==> src/rtl/uart_cmd_responder_pkg.sv <==
// Shared types and constants for the UART command responder.
package uart_cmd_responder_pkg;

  // One-hot state encoding; each bit doubles as a registered state decode.
  typedef enum logic [6:0] {
    StIdle     = 7'b000_0001,
    StGetData  = 7'b000_0010,
    StWrite    = 7'b000_0100,
    StReadReq  = 7'b000_1000,
    StReadCap  = 7'b001_0000,
    StSend     = 7'b010_0000,
    StWaitDone = 7'b100_0000
  } state_e;

  // Header byte layout: [7] = write(1)/read(0), [6:0] = register address.
  localparam int unsigned WR_BIT   = 7;
  localparam int unsigned ADDR_MSB = 6;
  localparam int unsigned ADDR_LSB = 0;

  // Inter-byte timeout in clk cycles: whole 10-bit characters at the line rate.
  function automatic int unsigned calc_timeout_cycles(input int unsigned clk_hz,
                                                      input int unsigned bps,
                                                      input int unsigned nbytes);
    return (clk_hz / bps) * 10 * nbytes;
  endfunction

  localparam int unsigned TIMEOUT_CYCLES = calc_timeout_cycles(50_000_000, 115_200, 2);

endpackage

==> src/rtl/uart_cmd_timeout.sv <==
// Loadable down-counter with clear, enable and terminal-count pulse.
module uart_cmd_timeout #(
  parameter int unsigned Width = 32
) (
  input  logic             clk_i,
  input  logic             rst_ni,
  input  logic             clear_i,
  input  logic             load_i,
  input  logic [Width-1:0] load_val_i,
  input  logic             en_i,
  output logic             tc_o
);

  logic [Width-1:0] count_q;

  // Count state: clear beats load, load beats decrement; holds at zero.
  always_ff @(posedge clk_i or negedge rst_ni) begin
    if (!rst_ni) begin
      count_q <= '0;
    end else if (clear_i) begin
      count_q <= '0;
    end else if (load_i) begin
      count_q <= load_val_i;
    end else if (en_i && (count_q != '0)) begin
      count_q <= count_q - 1'b1;
    end
  end

  // Terminal count fires on the enabled cycle that finds the counter at zero.
  always_comb begin
    tc_o = en_i && (count_q == '0);
  end

endmodule

==> src/rtl/uart_cmd_responder.sv <==
// Far-end UART command responder: header/data bytes in, register bus
// accesses out, read data returned through the UART transmitter.
module uart_cmd_responder
  import uart_cmd_responder_pkg::*;
#(
  parameter int unsigned DATA_WIDTH    = 8,
  parameter int unsigned ADDR_WIDTH    = 7,
  parameter int unsigned BPS           = 115_200,
  parameter int unsigned SYS_CLK_FREQ  = 50_000_000,
  parameter int unsigned TIMEOUT_BYTES = 2
) (
  input  logic                  clk,
  input  logic                  rst_n,
  input  logic [DATA_WIDTH-1:0] rx_data,
  input  logic                  rx_done,
  output logic [DATA_WIDTH-1:0] tx_data,
  output logic                  tx_en,
  input  logic                  tx_done,
  output logic [ADDR_WIDTH-1:0] reg_addr,
  output logic [DATA_WIDTH-1:0] reg_wdata,
  output logic                  reg_wr,
  output logic                  reg_rd,
  input  logic [DATA_WIDTH-1:0] reg_rdata,
  output logic                  busy,
  output logic                  timeout_err,
  output logic                  rx_overrun
);

  localparam int unsigned TimeoutCycles =
      calc_timeout_cycles(SYS_CLK_FREQ, BPS, TIMEOUT_BYTES);
  localparam logic [31:0] TimeoutLoad = 32'(TimeoutCycles - 1);

  state_e                state_q;
  logic [DATA_WIDTH-1:0] hdr_q;
  logic [DATA_WIDTH-1:0] data_q;
  logic [DATA_WIDTH-1:0] tx_q;

  logic st_idle;
  logic st_get;
  logic to_load;
  logic to_clear;
  logic to_tc;

  assign st_idle = (state_q == StIdle);
  assign st_get  = (state_q == StGetData);

  // Arm the timer as a write header is accepted; drop it once GET_DATA resolves.
  assign to_load  = st_idle && rx_done && rx_data[WR_BIT];
  assign to_clear = st_get && (rx_done || to_tc);

  uart_cmd_timeout #(
    .Width(32)
  ) u_timeout (
    .clk_i     (clk),
    .rst_ni    (rst_n),
    .clear_i   (to_clear),
    .load_i    (to_load),
    .load_val_i(TimeoutLoad),
    .en_i      (st_get),
    .tc_o      (to_tc)
  );

  // Packet FSM together with header, data and transmit-byte registers.
  always_ff @(posedge clk or negedge rst_n) begin
    if (!rst_n) begin
      state_q <= StIdle;
      hdr_q   <= '0;
      data_q  <= '0;
      tx_q    <= '0;
    end else begin
      unique case (state_q)
        StIdle: begin
          if (rx_done) begin
            hdr_q   <= rx_data;
            state_q <= rx_data[WR_BIT] ? StGetData : StReadReq;
          end
        end
        StGetData: begin
          // A byte arriving on the terminal-count cycle still completes the write.
          if (rx_done) begin
            data_q  <= rx_data;
            state_q <= StWrite;
          end else if (to_tc) begin
            state_q <= StIdle;
          end
        end
        StWrite:   state_q <= StIdle;
        StReadReq: state_q <= StReadCap;
        StReadCap: begin
          tx_q    <= reg_rdata;
          state_q <= StSend;
        end
        StSend:    state_q <= StWaitDone;
        StWaitDone: begin
          if (tx_done) begin
            state_q <= StIdle;
          end
        end
        default:   state_q <= StIdle;
      endcase
    end
  end

  // Outputs decode straight from state bits and held registers.
  always_comb begin
    reg_addr    = hdr_q[ADDR_MSB:ADDR_LSB];
    reg_wdata   = data_q;
    tx_data     = tx_q;
    reg_wr      = (state_q == StWrite);
    reg_rd      = (state_q == StReadReq);
    tx_en       = (state_q == StSend);
    busy        = !st_idle;
    timeout_err = st_get && to_tc && !rx_done;
    rx_overrun  = rx_done && !st_idle && !st_get;
  end

endmodule

==> config.mk <==
export PLATFORM = sky130hd
export DESIGN_NAME = uart_cmd_responder
export DESIGN_NICKNAME = d
export VERILOG_FILES = /design/src/rtl/uart_cmd_responder_pkg.sv /design/src/rtl/uart_cmd_timeout.sv /design/src/rtl/uart_cmd_responder.sv
export SDC_FILE = /design/constraint.sdc
export NUM_CORES = 1
export LEC_CHECK = 0
export CELL_PAD_IN_SITES_DETAIL_PLACEMENT = 0
export CELL_PAD_IN_SITES_GLOBAL_PLACEMENT = 2
export CORE_ASPECT_RATIO = 1.4
export CORE_UTILIZATION = 35
export CTS_CLUSTER_SIZE = 25
export DETAILED_ROUTE_END_ITERATION = 10
export DONT_BUFFER_PORTS = 1
export MAX_ROUTING_LAYER = met4
export PLACE_DENSITY = 0.77
export SYNTH_ARGS = -nofsm -noshare
export SYNTH_HDL_FRONTEND = slang
export SYNTH_SLANG_ARGS = --single-unit
==> constraint.sdc <==
create_clock -name clk -period 3.62 [get_ports clk]
set_clock_uncertainty 0.2 [all_clocks]
set_input_delay 0.181 -clock clk [delete_from_list [all_inputs] [get_ports clk]]
set_output_delay 0.181 -clock clk [all_outputs]
set_load 0.01 [all_outputs]
==> flow_summary.ini, run 1 <==
[yosys]
ys_ff_latch = 62
synth_edf_count = 0
synth_nets = 336
yosys-top-cells-area = dfrtp_1 (49%), mux2_2 (5.8%), nand2_1 (5.4%)
synthFlopType = dfrtp_1
synth_top_family_by_area = simple AND/OR/NAND/NOR gates
synth_top_cells_by_count = dfrtp_1 (61), nand2_1 (45), nor2_1 (43), mux2_2 (16), xor2_1 (12)
syn-cell-area_um2 = 3112
synth_fa_ha_area_share_pct = 0.4021
synthDistinctLibCells = 50
synth_warnings = 0
async_flop_share_pct = 100.0
yosys.area.top_type_share_pct = 49.06
synth_mux_area_share_pct = 5.790
synth-compound-area-share_pct = 9.690
synth-simple-area-share_pct = 26.22
synthXorXnorAreaFrac_pct = 5.066
synth.largest_area_cell = dfrtp_1
synth.most_common_cell = dfrtp_1
avgSynthCellArea_um2 = 9.879
seq_area_frac_synth_pct = 49.90
synthCells = 315

[detailed_routing]
via_per_inst = 5.274
firstDrtPassIters = 4
drc = 0
drt_iter0_markers = 118
ant_nets = 0
finalWirelength_um = 7074
routedWlPerCell_um = 15.76
vias = 2368

[worst_setup_path]
startpoint_type = flip-flop
critPathTopFamily = simple AND/OR/NAND/NOR gates
path_class = flip-flop to primary output
crit_fanout = 6
worst-path-buf-inv = 0
path_cells = or4_4 -> or4_4 -> nor4_4 -> nand2_1 -> nor2_1
critPathMaxStageDelay_ns = 0.55
crit_path_frequent_cell = or4_4
end_kind = primary output
crit_required_ns = 3.24
critPathSlowestCell = or4_4
cp.arrival_ns = 2.44

[clock_tree]
path_clk_slew_ns = 0.05
max-clock-path-buffers = 2
root_buffer = clkbuf_16
cts_setup_buffers = 0
h-tree-depth = 3
clk_latency_ns = 0.33
cts.sinks = 62
cts_tree = built
cts_buffers = 9

[final_layout]
num_antenna_cells = 0
drive_gt1_share_pct = 15.41
utilization_pct = 43.30
final_area_um2 = 3727
area_delta_synth_final_pct = 19.78
finalNonFillerCells = 449
nNetsFinal = 360

[global_routing]
grt.overflow.total = 0
antenna_found_initial = 0
grt_pass1_vias = 2439
grt_pass1_wl_um = 11790
grt_max_degree = 63
grt_use_total_pct = 17.69

[power_and_ir_drop]
p_sw_share_pct = 36.96
p_int_mw = 1.868
ir_drop_uv = 371.4
clockPowerShare_pct = 29.4
p_sw_mw = 1.095
power_mw = 2.964
power_density_nw_per_um2 = 795.2
p_comb_share_pct = 30.9
power.share.sequential_pct = 39.8
leakagePower_nw = 1.625

[run_status]
outcome = finished clean

[min_path]
min_path_type = input port to flip-flop

[sta]
worst_pin_slew_ns = 0.6663
period_needed_ns = 2.820
setup_slack_ns = 0.7996
whs_ns = 0.01869
rsz0062_at_grt = false
setup_viol = 0
fin_setup_tns_ns = 0
slew_headroom_pct = 55.17
slew_viol_final = 0
finalHoldViolCount = 0
fmax_mhz = 354.6
final.period_utilization_pct = 77.91

[floorplanning]
dieWidth_um = 81.69
die-area_um2 = 9277
io_pins = 49
start_util_pct = 36.15
num_rows = 40
core-area_um2 = 8608
fp.dieH_um = 113.6

[placement]
place_ws_ns = 0.8044
place_inst = 413
portBuffers = 0
place_hpwl_um = 4689
gp_congestion = 0.7678
placed_area_um2 = 3208

[run]
maxCapViolCount = 0
[cell usage in the layout (no fill, tap or decap), drive strengths merged, types with 2 or more instances in the layout]
cell,instances
a2111oi,2
a21o,2
a21oi,11
a31oi,2
a32o,2
buf,5
clkbuf,12
clkinv,3
dfrtp,61
dlygate4sd3,19
inv,7
mux2,16
nand2,46
nand2b,7
nand3,8
nand3b,6
nand4,3
nor2,43
nor2b,2
nor3,10
nor4,15
o21ai,13
o21bai,2
o22ai,3
o31ai,2
or2,4
or3,3
or4,3
xnor2,6
xor2,12
[final timing paths]
path / start / end / slack [ns] / depth (start not counted)
hold / removal: rx_done / state_q[0]$_DFFE_PN1P_ / 0.02 / 3
setup / recovery: u_timeout.count_q[21]$_DFFE_PN0P_ / timeout_err / 0.80 / 5
min in group asynchronous: rst_n / u_timeout.count_q[29]$_DFFE_PN0P_ / 0.19 / 2
setup reg to reg: state_q[0]$_DFFE_PN1P_ / u_timeout.count_q[16]$_DFFE_PN0P_ / 0.89 / 8
hold reg to reg: u_timeout.count_q[27]$_DFFE_PN0P_ / u_timeout.count_q[27]$_DFFE_PN0P_ / 0.30 / 1
max in group asynchronous: rst_n / state_q[0]$_DFFE_PN1P_ / 2.73 / 2
[state kept, by name, indices dropped and copies added, names as in the netlist]
signal and cells:
tx_data 8, hdr_q 7, state_q 7, reg_wdata 8
u_timeout.count_q 32
[worst reg2reg max path: stages, from the launching register on]
cell	delay, ns
dfstp_2	0.57
nand2b_1	0.29
nor4_2	0.06
buf_4	0.17
nand2_1	0.30
inv_1	0.31
a21oi_2	0.38
nand2_4	0.20
nor2_1	0.17
[metal layers]
layer	vias to the layer above	part of all wire (%)	global-route usage [%]
li1	1160	-	-
met1	1132	44	19.44
met2	61	48	28.22
met3	15	5.6	5.040
met4	0	2.5	9.942
met5	-	0	-
[power groups by stage]
stage / registers (mW) / clock network [mW] / logic, mW
6_report: 1.18 / 0.870 / 0.915
5_1_grt: 1.22 / 0.926 / 1.04
4_1_cts: 1.18 / 0.890 / 0.923
3_5_place_dp: 1.19 / 0 / 0.884
3_3_place_gp: 1.19 / 0 / 0.876
2_1_floorplan: 1.14 / 0 / 0.751
[what timing repair did]
| action | CTS | global route |
|---|---|---|
| gates resized for setup | 0 | 0 |
| hold endpoints to repair | 90 | 0 |
| setup endpoints to repair | 0 | 0 |
| hold buffers | 20 | 0 |
[cell families after synthesis]
family	Yosys count
compound gates	45
xor+xnor	18
fa+ha+maj	1
buf+inv	18
flops	62
mux	16
simple gates	155
[layout make-up]
| class | instances | area, µm² |
|---|---|---|
| repair buffers | 24 | 247.7 |
| clock buffers | 12 | 256.5 |
| well taps | 105 | 131.4 |
| fillers | 837 | 4881 |
| flip-flops and latches | 62 | 1553 |
| multi-input cells | 235 | 1468 |
| inverters | 7 | 26.28 |
| clock inverters | 4 | 45.04 |
(Power assumes the default switching activity.)
==> run 2, diff against run 1 <==
--- a/config.mk
+++ b/config.mk
@@ -5,15 +5,16 @@
 export SDC_FILE = /design/constraint.sdc
 export NUM_CORES = 1
 export LEC_CHECK = 0
+export ABC_AREA = 1
 export CELL_PAD_IN_SITES_DETAIL_PLACEMENT = 0
 export CELL_PAD_IN_SITES_GLOBAL_PLACEMENT = 2
 export CORE_ASPECT_RATIO = 1.4
-export CORE_UTILIZATION = 35
+export CORE_UTILIZATION = 32
 export CTS_CLUSTER_SIZE = 25
 export DETAILED_ROUTE_END_ITERATION = 10
 export DONT_BUFFER_PORTS = 1
 export MAX_ROUTING_LAYER = met4
-export PLACE_DENSITY = 0.77
+export PLACE_DENSITY = 0.81
 export SYNTH_ARGS = -nofsm -noshare
 export SYNTH_HDL_FRONTEND = slang
 export SYNTH_SLANG_ARGS = --single-unit
==> constraint.sdc (replaced) <==
create_clock -name clk -period 2.3 [get_ports clk]
set_clock_uncertainty 0.2 [all_clocks]
set_input_delay 0.115 -clock clk [delete_from_list [all_inputs] [get_ports clk]]
set_output_delay 0.115 -clock clk [all_outputs]
set_load 0.01 [all_outputs]
==> flow_summary.ini, run 2 <==
[final_layout]
utilization_pct = 39.80
finalNonFillerCells = 648
fillCellCount = 1133
largest_reg_flops = 32
layout_commonest_cell = nand2_1
regMostFlops = u_timeout.count_q
area_delta_synth_final_pct = 21.61
regArea_um2 = 1553
nNetsFinal = 526
layout_common_cells = nand2_1 (151), nor2_1 (94), dfrtp_1 (61), inv_1 (48), nand3_1 (27)
num_antenna_cells = 0
drive_gt1_share_pct = 9.216
final_area_um2 = 4119
multiInputGateArea_um2 = 1622

[worst_setup_path]
crit_fanout = 4
startpoint_type = flip-flop
r2r_end = u_timeout.count_q[7]$_DFFE_PN0P_
worst-r2r-setup-slack_ns = 0.24
setup.worst_path.end = timeout_err
startpoint = u_timeout.count_q[1]$_DFFE_PN0P_
path_class = flip-flop to primary output
ff2ff_path_depth = 9
cp.arrival_ns = 1.81
end_kind = primary output
worst_r2r_startpoint = state_q[0]$_DFFE_PN1P_
crit_required_ns = 1.99

[clock_tree]
root_buffer = clkbuf_16
cts.sinks = 62
cts_tree = built
cts_buffers = 9
path_clk_slew_ns = 0.06
max-clock-path-buffers = 2
clk_latency_ns = 0.33
cts_setup_buffers = 0
h-tree-depth = 3

[floorplanning]
num_rows = 44
start_util_pct = 32.72
die-area_um2 = 11010
fp.dieH_um = 123.7
dieWidth_um = 88.95
core-area_um2 = 10350
io_pins = 49

[yosys]
synthCells = 474
synth_nets = 495
synth.most_common_cell = nand2_1
synth_top_cells_by_count = nand2_1 (152), nor2_1 (95), dfrtp_1 (61), inv_1 (48), nand3_1 (27)
synthDistinctLibCells = 30
async_flop_share_pct = 100.0
synthFlopType = dfrtp_1
syn-cell-area_um2 = 3387
yosys-top-cells-area = dfrtp_1 (45%), nand2_1 (17%), nor2_1 (11%)
synth.largest_area_cell = dfrtp_1
ys_ff_latch = 62
yosys.area.top_type_share_pct = 45.07
seq_area_frac_synth_pct = 45.84
synth_warnings = 0
avgSynthCellArea_um2 = 7.146
synth_edf_count = 0

[power_and_ir_drop]
power_density_nw_per_um2 = 1418
leakagePower_nw = 2.149
ir_drop_uv = 596.8

[sta]
slew_headroom_pct = 62.58
period_needed_ns = 2.122
final.period_utilization_pct = 92.27
fin_setup_tns_ns = 0
rsz0062_at_grt = false
fmax_mhz = 471.2
setup_viol = 0
finalHoldViolCount = 0
worst_pin_slew_ns = 0.5571
slew_viol_final = 0

[detailed_routing]
routedWlPerCell_um = 13.69
drt_iter0_markers = 165
drc = 0
ant_nets = 0
firstDrtPassIters = 4
vias = 2950
via_per_inst = 4.552
finalWirelength_um = 8873

[global_routing]
grt_use_total_pct = 18.37
grt.overflow.total = 0
grt_pass1_vias = 2969
grt_max_degree = 63
antenna_found_initial = 0
grt_pass1_wl_um = 14380

[min_path]
min_path_type = input port to flip-flop

[placement]
portBuffers = 0
place_hpwl_um = 6649
gp_congestion = 0.8273
placed_area_um2 = 3580
place_inst = 612

[run]
maxCapViolCount = 0

[run_status]
outcome = finished clean
-- run 2: repair_timing --
action / 4_1_cts / 5_1_grt
hold buffers: 20 / 0
hold endpoints to repair: 94 / 0
gates resized for setup: 1 / 3
setup endpoints to repair: 1 / 12
-- run 2: cells by family after synthesis --
group	synth area share, %
buffers and inverters	6.760
DFF	45.84
xor gates and xnor gates	2.327
and+or+nand+nor	38.05
AOI/OAI and AO/OA	6.650
adders and majority gates	0.3694
-- run 2: area by class of cell --
cell class,instances,area share (%)
timing repair buffer,27,6.865
sequential,62,37.70
multi-input combinational,356,39.37
inverter,49,4.465
tap,138,4.192
clock inverter,7,1.944
clock buffer,9,5.468
-- run 2: worst min-delay path by stage --
stage / cells past startpoint / from / endpoint / slack (ns)
after detailed placement: 0 / rst_n / u_timeout.count_q[30]$_DFFE_PN0P_ / -0.38
after floorplan: 0 / rst_n / hdr_q[0]$_DFFE_PN0P_ / -0.38
final: 2 / rx_done / state_q[3]$_DFFE_PN0P_ / 0.01
after CTS: 2 / rx_done / state_q[3]$_DFFE_PN0P_ / 0.009
after global routing: 1 / rx_done / timeout_err / 0.06
after global placement: 0 / rst_n / u_timeout.count_q[30]$_DFFE_PN0P_ / -0.38
-- run 2: layer usage --
layer / vias to the layer above / wire length [µm] / part of all wire, % / GRT usage [%]
met5: - / 0 / 0 / -
met4: 0 / 204 / 2.3 / 7.639
met3: 14 / 349 / 3.9 / 3.844
met2: 67 / 4547 / 51 / 31.73
met1: 1332 / 3772 / 43 / 20.46
li1: 1537 / - / - / -
-- run 2: metrics by stage --
stage	setup WS [ns]	hold slack [ns]	power [mW]
2_1_floorplan	0.5122	-0.3806	3.718
3_3_place_gp	0.1916	-0.3760	4.430
3_5_place_dp	0.1536	-0.3765	4.423
4_1_cts	0.07907	0.008954	5.906
5_1_grt	0.003741	0.06089	6.345
6_report	0.1778	0.009536	5.839
-- run 2: worst max-delay path, stage by stage (launching register included) --
cell	delay [ns]
dfrtp_1	0.38
inv_1	0.08
ha_1	0.19
nand2_1	0.11
inv_1	0.14
nand2_1	0.10
nor2_2	0.16
nand2_1	0.13
nor3_4	0.19
-- run 2: power by group --
| part | switching, mW | leakage (nW) | internal (mW) | total (mW) |
|---|---|---|---|---|
| Combinational | 1.67 | 1.20 | 0.832 | 2.50 |
| Sequential | 0.457 | 0.797 | 1.49 | 1.95 |
| Clock | 0.537 | 0.149 | 0.855 | 1.39 |
==> run 3, diff against run 2 <==
--- a/config.mk
+++ b/config.mk
@@ -9,12 +9,12 @@
 export CELL_PAD_IN_SITES_DETAIL_PLACEMENT = 0
 export CELL_PAD_IN_SITES_GLOBAL_PLACEMENT = 2
 export CORE_ASPECT_RATIO = 1.4
-export CORE_UTILIZATION = 32
+export CORE_UTILIZATION = 35
 export CTS_CLUSTER_SIZE = 25
 export DETAILED_ROUTE_END_ITERATION = 10
 export DONT_BUFFER_PORTS = 1
 export MAX_ROUTING_LAYER = met4
-export PLACE_DENSITY = 0.81
+export PLACE_DENSITY = 0.84
 export SYNTH_ARGS = -nofsm -noshare
 export SYNTH_HDL_FRONTEND = slang
 export SYNTH_SLANG_ARGS = --single-unit
==> constraint.sdc (replaced) <==
create_clock -name clk -period 2.7 [get_ports clk]
set_clock_uncertainty 0.2 [all_clocks]
set_input_delay 0.135 -clock clk [delete_from_list [all_inputs] [get_ports clk]]
set_output_delay 0.135 -clock clk [all_outputs]
set_load 0.01 [all_outputs]
==> flow_summary.ini, run 3 (synthesis results as in run 2) <==
[final_layout]
layout_common_cells = nand2_1 (152), nor2_1 (95), dfrtp_1 (61), inv_1 (48), nand3_1 (27)
num_antenna_cells = 0
nNetsFinal = 521
drive_gt1_share_pct = 7.525
regMostFlops = u_timeout.count_q
area_delta_synth_final_pct = 18.21
largest_reg_flops = 32
final_area_um2 = 4004
layout_commonest_cell = nand2_1

[placement]
gp_congestion = 0.8238
placed_area_um2 = 3495
place_hpwl_um = 6425
portBuffers = 0

[power_and_ir_drop]
power.share.sequential_pct = 33.9
p_sw_mw = 2.202
p_int_mw = 2.646
p_sw_share_pct = 45.43
clockPowerShare_pct = 23.4
leakagePower_nw = 2.100
p_comb_share_pct = 42.7
ir_drop_uv = 513.1
power_density_nw_per_um2 = 1211

[worst_setup_path]
path_class = flip-flop to primary output
ff2ff_path_depth = 9
crit_required_ns = 2.37
setup.worst_path.end = timeout_err
r2r_end = u_timeout.count_q[27]$_DFFE_PN0P_
end_kind = primary output
worst_r2r_startpoint = state_q[0]$_DFFE_PN1P_
startpoint = u_timeout.count_q[1]$_DFFE_PN0P_
worst-r2r-setup-slack_ns = 0.51
crit_fanout = 4
cp.arrival_ns = 2.16
startpoint_type = flip-flop

[floorplanning]
io_pins = 49
die-area_um2 = 10080
num_rows = 42
fp.dieH_um = 118.4
core-area_um2 = 9407
start_util_pct = 36.01
dieWidth_um = 85.14

[run_status]
outcome = finished clean

[detailed_routing]
via_per_inst = 4.847
firstDrtPassIters = 4
drc = 0
drt_iter0_markers = 148
vias = 2981
ant_nets = 0
finalWirelength_um = 8738
routedWlPerCell_um = 14.21

[sta]
whs_ns = 0.05439
period_needed_ns = 2.497
slew_headroom_pct = 58.29
finalHoldViolCount = 0
fin_setup_tns_ns = 0
final.period_utilization_pct = 92.48
fmax_mhz = 400.5
setup_viol = 0
rsz0062_at_grt = false
slew_viol_final = 0
worst_pin_slew_ns = 0.6209

[global_routing]
grt_pass1_vias = 3049
grt_max_degree = 63
grt_pass1_wl_um = 14500
grt.overflow.total = 0
antenna_found_initial = 0
grt_use_total_pct = 19.49

[clock_tree]
cts_tree = built
h-tree-depth = 3
cts_setup_buffers = 0
cts.sinks = 62
max-clock-path-buffers = 2
cts_buffers = 9
clk_latency_ns = 0.33
hold_buffers = 20
path_clk_slew_ns = 0.06
root_buffer = clkbuf_16
cts_resized = 0

[run]
maxCapViolCount = 0

[min_path]
hold_path_depth = 2
min_path_type = input port to flip-flop
-- run 3: changes by cell type in the layout (fill, tap and decap cells not counted), sizes merged --
cell | previous run | this run
clkinv | 2 | 3
inv | 52 | 48
buf | 8 | 3
clkbuf | 9 | 10
clkinvlp | 1 | 3
-- run 3: metal layers --
metal,vias up,routed length [µm],track usage [%]
li1,1535,-,-
met1,1365,3686,21.37
met2,63,4475,33.62
met3,18,296,3.422
met4,0,280,9.746
met5,-,0,-
-- run 3: final cells by class --
| type | count | area [µm²] |
|---|---|---|
| fillers | 999 | 5403 |
| clock inverters | 6 | 62.56 |
| flip-flops and latches | 62 | 1553 |
| inverters | 49 | 183.9 |
| clock buffers | 10 | 229.0 |
| multi-input cells | 356 | 1605 |
| well taps | 110 | 137.6 |
| repair buffers | 22 | 232.7 |
-- run 3: power groups by stage --
stage	clock network (mW)	logic [mW]	registers, mW
finish	1.14	2.07	1.64
floorplan	0	1.60	1.57
detailed placement	0	2.03	1.66
CTS	1.16	2.09	1.65
global route	1.19	2.40	1.69
global placement	0	2.02	1.66
-- run 3: worst min path at each step --
stage | from | end | slack (ns)
after floorplan | rst_n | hdr_q[0]$_DFFE_PN0P_ | -0.36
after global routing | rx_done | state_q[3]$_DFFE_PN0P_ | 0.11
final | rx_done | state_q[3]$_DFFE_PN0P_ | 0.05
after global placement | rst_n | u_timeout.count_q[6]$_DFFE_PN0P_ | -0.36
after CTS | rx_done | state_q[3]$_DFFE_PN0P_ | 0.06
after detailed placement | rst_n | u_timeout.count_q[28]$_DFFE_PN0P_ | -0.36
-- run 3: critical path: stages, from the launching register on --
cell,delay (ns)
dfrtp_1,0.38
inv_1,0.08
ha_1,0.20
nand2_1,0.11
inv_1,0.14
nand2_1,0.09
nor2_1,0.30
nand2_1,0.14
nor3_1,0.38
-- run 3: stage by stage --
| stage | utilization, % | setup WS [ns] | instances | total power [mW] |
|---|---|---|---|---|
| floorplan | - | 0.9122 | 474 | 3.168 |
| global placement | 37.15 | 0.5223 | 579 | 3.684 |
| detailed placement | 37.15 | 0.5068 | 579 | 3.690 |
| CTS | 42.56 | 0.2012 | 615 | 4.895 |
| global route | 42.56 | 0.09267 | 615 | 5.283 |
| finish | 42.56 | 0.2029 | 615 | 4.848 |
